--- src/rtl/fetch_next_pc.sv ---
// Fetch / next-PC stage wrapped around the external PC register.
// One Avalon-MM instruction read per instruction. The word is presented to
// decode in ISSUE. Taken branches/jumps redirect after one delay slot.
// Fetch stops permanently (until reset) when the PC reaches HALT_ADDR.
module fetch_next_pc #(
    parameter logic [31:0] HALT_ADDR   = 32'h0000_0000,
    parameter bit          ENDIAN_SWAP = 1'b1
) (
    input  logic        clk,
    input  logic        reset,
    input  logic        clk_enable,
    input  logic [31:0] pc_in,
    output logic [31:0] pc_next,
    output logic        pc_advance,
    output logic [31:0] imem_address,
    output logic        imem_read,
    input  logic        imem_waitrequest,
    input  logic [31:0] imem_readdata,
    output logic [31:0] instr,
    output logic [31:0] instr_pc,
    output logic        instr_valid,
    input  logic        redirect_valid,
    input  logic [31:0] redirect_target,
    output logic        active
);

    typedef enum logic [1:0] {
        S_FETCH  = 2'd0,
        S_ISSUE  = 2'd1,
        S_HALTED = 2'd2
    } state_t;

    state_t      state_q, state_d;
    logic [31:0] instr_q, instr_d;
    logic [31:0] instr_pc_q, instr_pc_d;
    logic        pending_q, pending_d;
    logic [31:0] target_q, target_d;

    logic        at_halt_s;
    logic        read_s;
    logic        read_done_s;
    logic        advance_s;
    logic [31:0] fetch_word_s;

    function automatic logic [31:0] byte_reverse(input logic [31:0] w);
        return {w[7:0], w[15:8], w[23:16], w[31:24]};
    endfunction

    assign at_halt_s    = (pc_in == HALT_ADDR);
    assign fetch_word_s = ENDIAN_SWAP ? byte_reverse(imem_readdata) : imem_readdata;
    assign imem_address = {pc_in[31:2], 2'b00};

    // State register: reset drops any in-flight read and returns to FETCH.
    always_ff @(posedge clk) begin
        if (reset) begin
            state_q <= S_FETCH;
        end else begin
            state_q <= state_d;
        end
    end

    // Next-state logic: read completion is honoured regardless of clk_enable.
    always_comb begin
        state_d = state_q;
        case (state_q)
            S_FETCH: begin
                if (at_halt_s) begin
                    state_d = S_HALTED;
                end else if (!imem_waitrequest) begin
                    state_d = S_ISSUE;
                end else begin
                    state_d = S_FETCH;
                end
            end
            S_ISSUE: begin
                if (clk_enable) begin
                    state_d = S_FETCH;
                end else begin
                    state_d = S_ISSUE;
                end
            end
            S_HALTED: state_d = S_HALTED;
            default:  state_d = S_FETCH;
        endcase
    end

    // Output decode: the read request and advance strobe are masked during reset.
    always_comb begin
        read_s      = 1'b0;
        advance_s   = 1'b0;
        instr_valid = 1'b0;
        active      = 1'b1;
        case (state_q)
            S_FETCH: begin
                read_s = !at_halt_s && !reset;
            end
            S_ISSUE: begin
                instr_valid = 1'b1;
                advance_s   = clk_enable && !reset;
            end
            S_HALTED: begin
                active = 1'b0;
            end
            default: begin
                read_s = 1'b0;
            end
        endcase
    end

    assign imem_read   = read_s;
    assign pc_advance  = advance_s;
    assign read_done_s = read_s && !imem_waitrequest;

    // Datapath next-state: capture fetched word, and track the delayed redirect.
    always_comb begin
        instr_d    = instr_q;
        instr_pc_d = instr_pc_q;
        pending_d  = pending_q;
        target_d   = target_q;
        pc_next    = pc_in + 32'd4;
        if (read_done_s) begin
            instr_d    = fetch_word_s;
            instr_pc_d = pc_in;
        end else begin
            instr_d    = instr_q;
        end
        if (pending_q) begin
            // The current instruction is the delay slot; the target follows it.
            pc_next = target_q;
            if (advance_s) begin
                pending_d = 1'b0;
            end else begin
                pending_d = 1'b1;
            end
        end else begin
            // A redirect on a delay-slot instruction never reaches here, so it is dropped.
            if (advance_s && redirect_valid) begin
                pending_d = 1'b1;
                target_d  = redirect_target;
            end else begin
                pending_d = 1'b0;
            end
        end
    end

    // Datapath registers.
    always_ff @(posedge clk) begin
        if (reset) begin
            instr_q    <= 32'd0;
            instr_pc_q <= 32'd0;
            pending_q  <= 1'b0;
            target_q   <= 32'd0;
        end else begin
            instr_q    <= instr_d;
            instr_pc_q <= instr_pc_d;
            pending_q  <= pending_d;
            target_q   <= target_d;
        end
    end

    assign instr    = instr_q;
    assign instr_pc = instr_pc_q;

endmodule

--- config.mk ---
export PLATFORM = sky130hd
export DESIGN_NAME = fetch_next_pc
export DESIGN_NICKNAME = d
export VERILOG_FILES = /design/src/rtl/fetch_next_pc.sv
export SDC_FILE = /design/constraint.sdc
export NUM_CORES = 1
export LEC_CHECK = 0
export CORE_MARGIN = 10
export CORE_UTILIZATION = 35
export DETAILED_ROUTE_END_ITERATION = 16
export MAX_ROUTING_LAYER = met4
export PLACE_DENSITY = 0.79
export SLEW_MARGIN = 20
export SYNTH_ARGS = -nofsm -noshare
export SYNTH_HDL_FRONTEND = slang
export SYNTH_SLANG_ARGS = --single-unit
--- constraint.sdc ---
create_clock -name clk -period 3.5 [get_ports clk]
set_input_delay 0.7 -clock clk [delete_from_list [all_inputs] [get_ports clk]]
set_output_delay 0.7 -clock clk [all_outputs]
set_load 0.005 [all_outputs]
Yosys cells after proc, flatten, opt, wreduce, memory -nomap -nowiden
Cells that the tools add are included.
{ "classes": {"bitwise": 1, "n_mux": 12, "n_reduce_logical": 10, "n_eq_ne": 2, "n_addsub": 1} }
{ "ops": {"columns": ["operator", "n"], "rows": [
  ["32-bit by 3-bit adder with 32-bit output (second input constant)", 1],
  ["32-bit logical NOT", 1],
  ["32-bit two-way mux", 1],
  ["1-bit two-way mux", 9],
  ["2-bit case mux with 3 select lines", 1],
  ["1-bit logical AND", 4],
  ["1-bit logical NOT", 3],
  ["2-bit by 1-bit == test with 1-bit output (second input constant)", 1],
  ["2-bit == test (second input constant)", 1],
  ["2-bit logical NOT", 1],
  ["2-bit two-way mux", 1],
  ["2-bit AND reduction", 1],
  ["1-bit inverter", 1]
]} }
{ "word_totals": {"reg_bits": 99, "wordCells": 31, "in_bits": 101, "output_inout_bits": 132} }

Longest topological paths before layout
{ "logic_depth": {"depth_word": 6, "ltp_mapped": 8, "mapped_depth_nobuf": 6} }

Worst setup path after synthesis
No wires, ideal clock.
{ "synth_timing": {"path_kind": "input port to output port", "from": "in pc_in[2]", "to": "out pc_next[22]", "path_slack_ps": 637, "t_required_ps": 2800, "t_arrival_ps": 2163, "cell_stages": 6, "path_buffers": 1, "cell_sequence": "ha_1 -> and4_1 -> clkbuf_1 -> nand4_1 -> or4_2 -> nand3_1"} }
{ "synth_between": {"elab_chain_cells": 2} }
{ "synth_lines": {"columns": ["element", "line", "text"], "rows": [
  ["start: declaration", "12", "input logic [31:0] pc_in,"],
  ["32-bit by 3-bit adder with 32-bit output", "120", "pc_next = pc_in + 32'd4;"],
  ["32-bit two-way mux", "127", "if (pending_q) begin"],
  ["end: declaration", "13", "output logic [31:0] pc_next,"]
]} }
No other way between the ends.

Final worst setup path
{ "layout_timing": {"from": "in pc_in[19]", "to": "out pc_next[28]"} }
The elaborated chain is that of the path after synthesis.

==> impl_metrics.env <==
export IMPL_drt_iter0_markers=295
export IMPL_nets=984
export IMPL_grt_max_degree=86
export IMPL_yosysWarnings=0
export IMPL_core_sq_mm=0.01515
export IMPL_hold_class="reg -> reg"
export IMPL_startpoint_type="input port"
export IMPL_cap_violations=0
export IMPL_cp_num_buf_inv=3
export IMPL_crit_type="in -> out"
export IMPL_busiest_layer="met2"
export IMPL_gr_usage_met1=0.2165
export IMPL_synth_cell_types=44
export IMPL_cpMaxStageDelayCell="or4_4"
export IMPL_cts_buffers=9
export IMPL_setup_slack_ns=0.04534
export IMPL_grt_usage=0.1797
export IMPL_regToRegEndpoint="target_q[5]"
export IMPL_grt_pass1_wl_mm=28.21
export IMPL_viasPerCell=4.872
export IMPL_dp_hpwl_mm=14.87
export IMPL_outcome="completed"
export IMPL_dieHeight_microns=143.9
export IMPL_start_util=0.3549
export IMPL_num_rows=45
export IMPL_layout_common_cells="201 x clkdlybuf4s50_1, 129 x nand2b_1, 99 x dfxtp_1"
export IMPL_rr_worst_depth=6
export IMPL_vias=5237
export IMPL_die_w_microns=143.9
export IMPL_io_pins=233
export IMPL_use_met2=0.2794
export IMPL_rsz0062_at_grt="yes"
export IMPL_min_delay_worst_endpoint="target_q[2]"
export IMPL_critical_path_required_ns=2.80
export IMPL_syn_cell_area_sq_mm=0.005375
export IMPL_final_setup_tns_ns=0
export IMPL_final_area_sq_mm=0.008379
export IMPL_place_ws_ns=-0.4238
export IMPL_arrival_ns=2.75
export IMPL_synthToLayoutAreaGrowth_pct=55.89
export IMPL_clock_path_buffers=2
export IMPL_drc_errors=0
export IMPL_final_hold_viol_count=0
export IMPL_ys_seq_area_frac=0.3687
export IMPL_clk_insertion_delay_late_ns=0.35
export IMPL_async_flop_share=0
export IMPL_clkTransAtPathRegs_ns=0.07
export IMPL_ir_drop_v=0.0002286
export IMPL_cp_top_family="simple AND/OR/NAND/NOR gates"
export IMPL_crit_path_end_kind="output port"
export IMPL_fmax_mhz=289.5
export IMPL_power_density_mw_per_mm2=345.2
export IMPL_timing_final_crit_period_ns=3.455
export IMPL_finish_utilization=0.5532
export IMPL_clock_skew_ns=0.005741
export IMPL_cts_tree="yes"
export IMPL_slew_headroom=0.5061
export IMPL_cts_htree_levels=3
export IMPL_port_buffers=230
export IMPL_slowest_delay_ns=0.55
export IMPL_r2r_start="pending_q"
export IMPL_worstMarginPinSlew_ns=0.7409
export IMPL_cts_hold_buf=0
export IMPL_leakagePower_nw=3.337
export IMPL_clock_sinks=99
export IMPL_mostFrequentLayoutCell="clkdlybuf4s50_1"
export IMPL_setup_viol_count_final=0
export IMPL_dieArea_sq_mm=0.02071
export IMPL_synth_edf_count=0
export IMPL_path_max_fanout=5
export IMPL_overflow=0
export IMPL_wl_per_cell_microns=17.70
export IMPL_synth_top_flop_cell="dfxtp_1"
export IMPL_placed_cell_area_sq_mm=0.008010
export IMPL_final_max_slew_viol_count=0
export IMPL_first_global_vias=4945
export IMPL_fin_crit_sh=0.9870
export IMPL_cts_root_buf="clkbuf_16"
export IMPL_synthCells=644
export IMPL_grtUsageMet3=0.04224
export IMPL_avgSynthCellArea_sq_um=8.347
export IMPL_min_from="target_q[2]"
export IMPL_dr_pass1_iters=4
export IMPL_ys_ff_latch=99
export IMPL_whs_path_depth=2
export IMPL_place_gp_congestion=0.8847
export IMPL_antenna_found_initial=1
export IMPL_ant_nets=0
export IMPL_path_cells="clkdlybuf4s50_1 > nand4_2 > or4_4 > buf_4 > or4_1 > a31oi_1 > buf_2"
export IMPL_drive_above_1_share=0.1253
export IMPL_cp_depth=7
export IMPL_regToRegSetupSlack_ns=1.64
export IMPL_drt_wl_total_mm=19.03
state kept, by name (all words and copies together) (netlist names):
| name | flops |
|---|---|
| instr | 32 |
| state_q | 2 |
| instr_pc | 32 |
| pending_q | 1 |
| target_q | 32 |
through the flow:
step	instances	power, mW	hold slack [ns]
floorplan	645	1.478	0.4329
global placement	1053	1.891	0.4422
finish	1075	2.892	0.4547
detailed placement	1053	1.897	0.4465
global route	1075	3.015	0.4782
CTS	1070	2.930	0.4556
routing by layer:
layer  vias to the layer above  part of all wire
met1                      2398              0.42
met5                         -                 0
met3                        36             0.081
met4                         0             0.031
met2                       190              0.47
li1                       2613                 -
tightest hold or removal path: cells and delay by family, from the launching register on:
kind            cells  cell delay (ns)
compound gates      1             0.05
flops               1             0.31
simple gates        1             0.05
where the power goes:
part           internal (mW)  leakage, nW  switching (mW)  total (mW)
registers               1.18        0.809          0.0288        1.21
logic                  0.391         2.38           0.258       0.649
clock network          0.580        0.147           0.452        1.03
Yosys cell counts, types with 4 or more instances:
library cell,instances,area share
nand2b_1,129,0.15
dfxtp_1,99,0.37
nand2_1,92,0.064
mux2i_1,65,0.12
a21oi_1,33,0.031
buf_4,33,0.046
clkbuf_1,32,0.022
o21ai_0,18,0.017
nand4_1,15,0.017
nor2_1,12,0.0084
nand3_1,11,0.010
xor2_1,11,0.018
a31oi_1,10,0.012
or4_1,10,0.014
buf_2,9,0.0084
o31ai_1,7,0.0098
nor4_1,6,0.0070
and4_1,4,0.0065
inv_1,4,0.0028
mux2_2,4,0.0084
nor3_1,4,0.0037
how the worst max path moves through the flow:
stage	from	end	slack [ns]
finish	pc_in[19]	pc_next[28]	0.05
global route	pc_in[19]	pc_next[28]	-0.02
CTS	pc_in[12]	pc_next[16]	0.00001
detailed placement	pc_in[14]	pc_next[28]	-0.42
global placement	pc_in[14]	pc_next[28]	-0.40
floorplan	pc_in[2]	pc_next[22]	0.64
final cells by class:
cell class	instances	area, sq um
diodes	1	2.502
clock buffers	10	239.0
well taps	188	235.2
repair buffers	303	2864
flip-flops and latches	99	1982
clock inverters	6	70.07
fillers	1422	6766
multi-input cells	463	2968
inverters	5	18.77
cells by family after synthesis:
group	synth area share
simple gates	0.3082
buf+inv	0.08729
compound gates	0.07821
flops	0.3687
other cells	0.0006977
xor+xnor	0.02281
mux	0.1294
fa+ha+maj	0.004655
timing repair:
item | CTS | global route
setup buffers | 1 | 4
pin swaps | 5 | 3
gates resized for setup | 40 | 12
hold endpoints to repair | 0 | 0
endpoints found under the setup margin | 22 | 8
(Power assumes the default switching activity.)
